<file path="src/rtl/gpio_box_tx.sv">
// gpio_box_tx: transmit side of the 3-bit GPIO box link.
// Sends (box_addr - 1) mod 8 to the external sensor/mole controller with a
// 4-phase strobe/ack handshake. The last sent code is mirrored on LEDR and
// on an active-low 7-segment digit.
module gpio_box_tx #(
    parameter int SETUP_CYCLES = 4,       // cycles gpio_data is stable before strobe rises (>=1)
    parameter int ACK_TIMEOUT  = 500000   // max cycles waited in any ack-wait state (>=2)
) (
    input  logic       CLOCK_50,
    input  logic       resetn,
    input  logic       send,
    input  logic [2:0] box_addr,
    output logic       ready,
    output logic       done,
    output logic       timeout,
    output logic [2:0] gpio_data,
    output logic       gpio_strobe,
    input  logic       gpio_ack,
    output logic [2:0] led_code,
    output logic [6:0] hex_display
);

    // Counter is shared by the setup delay and all ack-wait timeouts.
    localparam int CNT_MAX = (ACK_TIMEOUT > SETUP_CYCLES) ? ACK_TIMEOUT : SETUP_CYCLES;
    localparam int CNT_W   = (CNT_MAX > 2) ? $clog2(CNT_MAX) : 1;
    localparam logic [CNT_W-1:0] SETUP_LAST   = CNT_W'(SETUP_CYCLES - 1);
    localparam logic [CNT_W-1:0] TIMEOUT_LAST = CNT_W'(ACK_TIMEOUT - 1);

    typedef enum logic [2:0] {
        IDLE    = 3'd0,
        SETUP   = 3'd1,
        STROBE  = 3'd2,
        RELEASE = 3'd3,
        DONE    = 3'd4
    } state_t;

    state_t           state_reg;
    logic [CNT_W-1:0] cnt_reg;
    logic [1:0]       ack_sync_reg;
    logic             ack_s;
    logic [2:0]       code_next;

    // Active-low segment pattern {g,f,e,d,c,b,a}, same table as the sensor readback.
    function automatic logic [6:0] seg7(input logic [2:0] v);
        logic [6:0] s;
        case (v)
            3'd0:    s = 7'b1000000;
            3'd1:    s = 7'b1111001;
            3'd2:    s = 7'b0100100;
            3'd3:    s = 7'b0110000;
            3'd4:    s = 7'b0011001;
            3'd5:    s = 7'b0010010;
            3'd6:    s = 7'b0000010;
            default: s = 7'b1111000;
        endcase
        return s;
    endfunction

    // Box numbering on the wire is one below the game's numbering, wrapping 0 -> 7.
    assign code_next = box_addr - 3'd1;
    assign ack_s     = ack_sync_reg[1];
    assign ready     = (state_reg == IDLE);

    // Two-flop synchronizer for the asynchronous acknowledge from the controller.
    always_ff @(posedge CLOCK_50) begin
        if (!resetn) begin
            ack_sync_reg <= 2'b00;
        end else begin
            ack_sync_reg <= {ack_sync_reg[0], gpio_ack};
        end
    end

    // Handshake FSM with registered outputs; done/timeout default low so they pulse.
    always_ff @(posedge CLOCK_50) begin
        if (!resetn) begin
            state_reg   <= IDLE;
            cnt_reg     <= '0;
            gpio_data   <= 3'd0;
            gpio_strobe <= 1'b0;
            done        <= 1'b0;
            timeout     <= 1'b0;
            led_code    <= 3'd0;
            hex_display <= 7'b1000000;
        end else begin
            done    <= 1'b0;
            timeout <= 1'b0;
            case (state_reg)
                IDLE: begin
                    if (send) begin
                        state_reg   <= SETUP;
                        gpio_data   <= code_next;
                        led_code    <= code_next;
                        hex_display <= seg7(code_next);
                        cnt_reg     <= '0;
                    end
                end
                SETUP: begin
                    // A stale ack from a previous exchange must clear before strobing.
                    if (cnt_reg >= SETUP_LAST && !ack_s) begin
                        state_reg   <= STROBE;
                        gpio_strobe <= 1'b1;
                        cnt_reg     <= '0;
                    end else if (cnt_reg == TIMEOUT_LAST) begin
                        state_reg   <= IDLE;
                        gpio_strobe <= 1'b0;
                        timeout     <= 1'b1;
                    end else begin
                        cnt_reg <= cnt_reg + CNT_W'(1);
                    end
                end
                STROBE: begin
                    if (ack_s) begin
                        state_reg   <= RELEASE;
                        gpio_strobe <= 1'b0;
                        cnt_reg     <= '0;
                    end else if (cnt_reg == TIMEOUT_LAST) begin
                        state_reg   <= IDLE;
                        gpio_strobe <= 1'b0;
                        timeout     <= 1'b1;
                    end else begin
                        cnt_reg <= cnt_reg + CNT_W'(1);
                    end
                end
                RELEASE: begin
                    if (!ack_s) begin
                        state_reg <= DONE;
                        done      <= 1'b1;
                    end else if (cnt_reg == TIMEOUT_LAST) begin
                        state_reg <= IDLE;
                        timeout   <= 1'b1;
                    end else begin
                        cnt_reg <= cnt_reg + CNT_W'(1);
                    end
                end
                DONE: begin
                    state_reg <= IDLE;
                end
                default: begin
                    state_reg   <= IDLE;
                    gpio_strobe <= 1'b0;
                end
            endcase
        end
    end

endmodule
</file>
<file path="config.mk">
export PLATFORM = sky130hd
export DESIGN_NAME = gpio_box_tx
export DESIGN_NICKNAME = d
export VERILOG_FILES = /design/src/rtl/gpio_box_tx.sv
export SDC_FILE = /design/constraint.sdc
export NUM_CORES = 1
export LEC_CHECK = 0
export CORE_MARGIN = 1
export CORE_UTILIZATION = 30
export DETAILED_ROUTE_END_ITERATION = 7
export SYNTH_ARGS = -nofsm -noshare
export SYNTH_HDL_FRONTEND = slang
export SYNTH_SLANG_ARGS = --single-unit
</file>
<file path="constraint.sdc">
create_clock -name CLOCK_50 -period 4.4 [get_ports CLOCK_50]
set_clock_uncertainty 0.15 [all_clocks]
set_input_delay 0.44 -clock CLOCK_50 [delete_from_list [all_inputs] [get_ports CLOCK_50]]
set_output_delay 0.44 -clock CLOCK_50 [all_outputs]
set_load 0.005 [all_outputs]
</file>
# Word level (Yosys, flattened, before mapping)
# Cells that the tools add are included.
classes:
  addsub: 2
  magnitude_cmp: 1
  eq_ne: 13
  muxes: 23
  n_reduce_logical: 9
op_table:
  columns: ["op", "n"]
  rows:
  - ["$mux 19", 5]
  - ["$pmux 19 s4", 1]
  - ["$pmux 7 s7", 1]
  - ["$add 19x1->19 const B", 1]
  - ["$eq 19x19->1 const B", 1]
  - ["$ge 19x2->1 const B", 1]
  - ["$mux 3", 5]
  - ["$eq 3x2->1 const B", 4]
  - ["$eq 3x3->1 const B", 4]
  - ["$pmux 3 s4", 1]
  - ["$mux 1", 8]
  - ["$eq 3x1->1 const B", 2]
  - ["$logic_not 3->1", 2]
  - ["$pmux 1 s3", 2]
  - ["$ne 2x2->1 const B", 2]
  - ["$reduce_and 2->1", 2]
  - ["$reduce_bool 4->1", 1]
  - ["$reduce_and 3->1", 1]
  - ["$reduce_or 3->1", 1]
  - ["$sub 3x1->3 const B", 1]
  - ["$logic_and 1x1->1", 1]
  - ["$logic_not 1->1", 1]
word_totals:
  reg_bits: 37
  inputBits: 7
  out_inout_bits: 17
  word_cells: 56

# Logic depth before layout (Yosys ltp)
# Gate-level depths: netlist of run 1.
logic_depth:
  ltp_word: 4
  mapped_depth: 7
  ltp_nobuf: 7

# Least setup slack after synthesis of run 1
# OpenSTA, ideal clock, no wires.
synth_path:
  path_kind: "flip-flop to flip-flop"
  startpoint: "reg ack_sync_reg[1]"
  endpoint: "reg cnt_reg[14]"
  setup_ns: 0.067
  arrival_ns: 1.796
  setup_slack_ns: 2.387
  stages_incl_launch_ff: 7
  n_path_buf: 1
  cell_sequence: "dfxtp_1 and3b_4 nor3_4 o21ai_2 buf_6 or4_4 a21oi_2"
synth_via:
  elab_chain_cells: 4
synth_rtl:
  columns: ["element", "line_no", "text"]
  rows:
  - ["from (decl)", "39", "logic [1:0] ack_sync_reg;"]
  - ["from (signal assigned)", "69", "ack_sync_reg <= {ack_sync_reg[0], gpio_ack};"]
  - ["$logic_not 1->1", null, null]
  - ["$logic_and 1x1->1", "99", "if (cnt_reg >= SETUP_LAST && !ack_s) begin"]
  - ["$mux 19", "99", null]
  - ["$pmux 19 s4", "87", "case (state_reg)"]
  - ["to (signal assigned)", "108", "cnt_reg <= cnt_reg + CNT_W'(1);"]
  - ["to (signal assigned)", "121", "cnt_reg <= cnt_reg + CNT_W'(1);"]
  - ["to (signal assigned)", "132", "cnt_reg <= cnt_reg + CNT_W'(1);"]
  - ["to (decl)", "38", "logic [CNT_W-1:0] cnt_reg;"]
# Parallel ways exist; a longest one is shown, timed or not.
# A chain may end at the register's enable or synchronous reset.

# Final worst setup path of run 1
layout_path:
  startpoint: "in send"
  endpoint: "reg cnt_reg[4]"
layout_via:
  elab_chain_cells: 2
layout_rtl:
  columns: ["element", "line_no", "text"]
  rows:
  - ["from (decl)", "11", "input logic send,"]
  - ["$ne 2x2->1 (no source line)", null, null]
  - ["$reduce_and 3->1 (no source line)", null, null]
# No other way between the ends.

==> metrics, run 1 <==
clk slew on worst S/H paths 70 ps; critical path required time 4440 ps; first-pass GRT wire length 7270 µm; r2r endpoint cnt_reg[4]$_SDFFE_PN0P_; Tot Pwr 680 µW; syn_nets 247; r2r setup slk 2060 ps; Yosys warnings 0; total setup buffers inserted after CTS 0; Crit Path Class in -> reg; clock share of power 35.4%; worst endpoint data arrival time 2390 ps; crit-path cells clkdlybuf4s50_1 > nor3_1 > or3_1 > o31ai_4 > o21ba_2; Synth async-reset ratio 0%; hold_buf cts 0; Via density 5.20; Main synth FF type dfxtp_1; Reg2Reg Depth 4; via count 1706; total global routing overflow 0; synthesis-to-layout area growth 17.1%; pin count of the biggest net entering global routing 22; Final Setup Violations 0; Yosys cell types 44; Die H 83.1 µm; Rows 29; Post-Syn Area per Cell 8.39 µm²; initial antenna violation count 0; Syn Inst Count 235; total core area 6350 µm²; Psw 169 µW; end point of the critical path cnt_reg[4]$_SDFFE_PN0P_; HPWL Detailed 3030 µm; drt drc 0; Max clock buf depth 2; setup ws final 2040 ps; Initial Util 31.1%; max FFs per register 19; synthesized flop and latch total 37; peak supply drop 0.171 mV; die footprint 6900 µm²; Leak 0.823 nW; routed wire length 4200 µm; Routed WL per cell 12.8 µm; headroom to the max-slew limit 53.5%; most frequent cells in the layout dfxtp_1, nand2_1, clkdlybuf4s50_1; CP max stage delay 680 ps; CTS tree done; EDFF count, synth 0; number of global-route vias before repair 1567; mapped cell area 1970 µm²; PwrDens 294 nW/µm²; die width 83.1 µm; routability cong. 0.747; sequential share of the synthesized area 37.6%; 1st-iter DRT viols 96; max-cap viol count 0; Power Internal 510 µW; 1st-pass router iterations 4; crit path capture type register; H-tree lvl count 2; TNS Setup 0 ps; CTS root buffer clkbuf_8; Final Cycle Share 53.5%; post-route minimum period 2360 ps; Antenna diodes 0; fin. max-slew vios 0; Worst-Margin Slew 695 ps; clk sink count 37; Max FO, Critical Path 16; RR Startpoint ack_sync_reg[1]$_SDFF_PN0_; sw frac 24.9%; Worst-Skew Late Latency 290 ps; Critical Path Source send; CP max stage cell o31ai_4; status finished clean; port buffer count 23; Hold WC Path Type reg -> reg; RSZ-0062 raised after global routing false; final layout net count 263; Peak Freq 425 MHz; Final ANT Viol Nets 0; Num CTS Buffers 5; Hold Violations, Final 0; Startpoint Class input pin; post-CTS resize count 0; Hold Slack 290 ps; logic gate share of total power 12.6%; Global Route Usage Sum 12.7%; Final Util 36.4%; most common cell after layout, fill and taps aside dfxtp_1; I/O pin count 24; pre-CTS WS 1710 ps; share of cells above drive strength 1 5.18%; sequential power share 51.9%
## metal layers
metal,global-route usage [%],vias up,part of all wire [%]
li1,-,893,-
met1,16.8,792,50
met5,0,-,0
met4,3.76,0,1.0
met3,2.88,4,2.1
met2,20.6,17,47
## synthesized netlist by cell type, types with 7 or more instances
library cell | instances | area (µm²)
and3_1 | 7 | 43.8
nor3_1 | 10 | 50.1
clkbuf_1 | 7 | 26.3
dfxtp_1 | 37 | 741
nand2_1 | 24 | 90.1
nand3_1 | 16 | 80.1
a21oi_1 | 10 | 50.1
xor2_1 | 8 | 70.1
o21ai_0 | 9 | 45.0
nor2_1 | 17 | 63.8
and2_1 | 9 | 56.3
o31ai_1 | 7 | 52.6
## how the worst min path moves through the flow
stage | cells past startpoint | end | startpoint
floorplan | 1 | ack_sync_reg[1]$_SDFF_PN0_ | ack_sync_reg[0]$_SDFF_PN0_
global placement | 1 | ack_sync_reg[1]$_SDFF_PN0_ | ack_sync_reg[0]$_SDFF_PN0_
detailed placement | 1 | ack_sync_reg[1]$_SDFF_PN0_ | ack_sync_reg[0]$_SDFF_PN0_
CTS | 1 | ack_sync_reg[1]$_SDFF_PN0_ | ack_sync_reg[0]$_SDFF_PN0_
global route | 1 | ack_sync_reg[1]$_SDFF_PN0_ | ack_sync_reg[0]$_SDFF_PN0_
finish | 1 | ack_sync_reg[1]$_SDFF_PN0_ | ack_sync_reg[0]$_SDFF_PN0_
## final cells by class
class,count,area (µm²)
multi-input cells,181,1140
flip-flops and latches,37,741
inverters,3,11.3
well taps,77,96.3
fillers,635,4040
clock buffers,7,86.3
repair buffers,23,230
## logic make-up after synthesis
kind of cell,synth area share [%]
fa+ha+maj,3.17
simple gates,31.0
mux,1.02
flops,37.6
compound gates,18.5
buf+inv,4.38
xor+xnor,4.44
## worst max-delay path: cells and delay by family
kind,cells,cell delay (ps)
AOI/OAI and AO/OA,2,930
and+or+nand+nor,2,530
buffers and inverters,1,490
## per-stage QoR
step | cell area [µm²] | cells
floorplan | 1970 | 235
global placement | 2220 | 321
detailed placement | 2220 | 321
CTS | 2310 | 328
global route | 2310 | 328
finish | 2310 | 328
## power groups by stage
| stage | registers [mW] | clock network [mW] | logic (mW) |
|---|---|---|---|
| floorplan | 0.359 | 0 | 0.0558 |
| global placement | 0.360 | 0 | 0.0855 |
| detailed placement | 0.361 | 0 | 0.0865 |
| CTS | 0.353 | 0.252 | 0.0866 |
| global route | 0.355 | 0.267 | 0.0956 |
| finish | 0.353 | 0.241 | 0.0857 |
Note: power is estimated with default switching activity, not from simulation.
==> run 2: changes to the inputs <==
==> constraint.sdc (replaced) <==
create_clock -name CLOCK_50 -period 2.45 [get_ports CLOCK_50]
set_clock_uncertainty 0.15 [all_clocks]
set_input_delay 0.245 -clock CLOCK_50 [delete_from_list [all_inputs] [get_ports CLOCK_50]]
set_output_delay 0.245 -clock CLOCK_50 [all_outputs]
set_load 0.005 [all_outputs]
==> metrics, run 2 (synthesized netlist as in run 1, its figures left out) <==
status finished clean; Final ANT Viol Nets 0; hold_buf cts 0; H-tree lvl count 2; CTS tree done; post-route minimum period 2170 ps; fin. max-slew vios 0; Hold Violations, Final 0; port buffer count 23; die width 83.1 µm; worst endpoint data arrival time 2200 ps; Peak Freq 461 MHz; Global Route Usage Sum 13.1%; initial antenna violation count 0; Worst Hold Path EP ack_sync_reg[1]$_SDFF_PN0_; die footprint 6900 µm²; crit path capture type register; drt drc 0; synthesis-to-layout area growth 20.4%; share of cells above drive strength 1 7.75%; clk slew on worst S/H paths 70 ps; I/O pin count 24; Worst-Margin Slew 522 ps; total core area 6350 µm²; Worst-Skew Late Latency 290 ps; Hold WC Path Type reg -> reg; hold-critical path depth 1; headroom to the max-slew limit 65.0%; r2r setup slk 280 ps; Max clock buf depth 2; Via density 5.19; Filler Cell Count 649; post-CTS resize count 0; Reg2Reg Depth 5; pin count of the biggest net entering global routing 20; critical path required time 2480 ps; Leak 0.863 nW; via count 1740; final layout net count 270; Startpoint Class register; 1st-iter DRT viols 128; Max FO, Critical Path 5; RSZ-0062 raised after global routing false; clk sink count 37; HPWL Detailed 3140 µm; Num CTS Buffers 5; 1st-pass router iterations 4; CTS root buffer clkbuf_8; Routed WL per cell 12.7 µm; most frequent cells in the layout dfxtp_1, nand2_1, clkdlybuf4s50_1; RR Startpoint cnt_reg[11]$_SDFFE_PN0P_; Hold Slack 289 ps; first-pass GRT wire length 7420 µm; Crit Path Class reg -> reg; r2r endpoint gpio_strobe$_SDFFE_PN0N_; number of global-route vias before repair 1582; worst hold path startpoint ack_sync_reg[0]$_SDFF_PN0_; total global routing overflow 0; PwrDens 519 nW/µm²; Antenna diodes 0; TNS Setup 0 ps; routed wire length 4270 µm; Final Cycle Share 88.6%; Initial Util 31.1%; routability cong. 0.840; Die H 83.1 µm; Rows 29; max FFs per register 19; max-cap viol count 0; Final Setup Violations 0; total setup buffers inserted after CTS 0; peak supply drop 0.309 mV; most common cell after layout, fill and taps aside dfxtp_1
run 2: cell types whose count changed in the layout (fill, tap and decap cells not counted), sizes merged:
cell,change
buf,+7
run 2: worst max path at each step:
stage,startpoint,end,slack (ps),cells after the start
after global routing,cnt_reg[0]$_SDFFE_PN0P_,cnt_reg[4]$_SDFFE_PN0P_,60,7
after global placement,box_addr[0],hex_display[4]$_SDFFE_PN0P_,100,8
final,cnt_reg[11]$_SDFFE_PN0P_,gpio_strobe$_SDFFE_PN0N_,280,5
after detailed placement,box_addr[0],hex_display[4]$_SDFFE_PN0P_,70,8
after CTS,cnt_reg[11]$_SDFFE_PN0P_,gpio_strobe$_SDFFE_PN0N_,270,5
after floorplan,ack_sync_reg[1]$_SDFF_PN0_,cnt_reg[14]$_SDFFE_PN0P_,440,6
run 2: power by group:
| group | leakage [nW] | switching, mW | total, mW | internal (mW) |
|---|---|---|---|---|
| logic | 0.518 | 0.0822 | 0.168 | 0.0862 |
| registers | 0.301 | 0.0152 | 0.634 | 0.619 |
| clock network | 0.0443 | 0.207 | 0.430 | 0.223 |
| total | 0.863 | 0.304 | 1.23 | 0.929 |
run 2: critical path: stages (launching register included):
cell	delay, ps
dfxtp_1	340
nor4_1	480
nand2_1	240
or3_1	480
a21o_1	180
a32o_1	190
run 2: cell type report:
| type | count | area [µm²] | share of cell area [%] |
|---|---|---|---|
| Sequential cell | 37 | 741 | 31.2 |
| Tap cell | 77 | 96.3 | 4.06 |
| Timing Repair Buffer | 30 | 295 | 12.4 |
| Multi-Input combinational cell | 181 | 1140 | 48.2 |
| Inverter | 3 | 11.3 | 0.474 |
| Clock buffer | 7 | 86.3 | 3.64 |
run 2: layer usage:
metal,part of all wire [%],GRT usage (%),vias up
li1,-,-,906
met1,52,19.0,797
met2,43,18.8,29
met3,3.1,2.68,8
met4,1.9,5.64,0
met5,0,0,-
run 2: through the flow:
step / cell area (µm²) / power, mW / util, % / setup WS, ps / instances
after CTS: 2370 / 1.25 / 37.4 / 267 / 335
after global placement: 2290 / 0.817 / 36.0 / 102 / 328
after detailed placement: 2290 / 0.817 / 36.0 / 68.8 / 328
after global routing: 2370 / 1.30 / 37.4 / 58.4 / 335
final: 2370 / 1.23 / 37.4 / 280 / 335
after floorplan: 1970 / 0.745 / - / 437 / 235
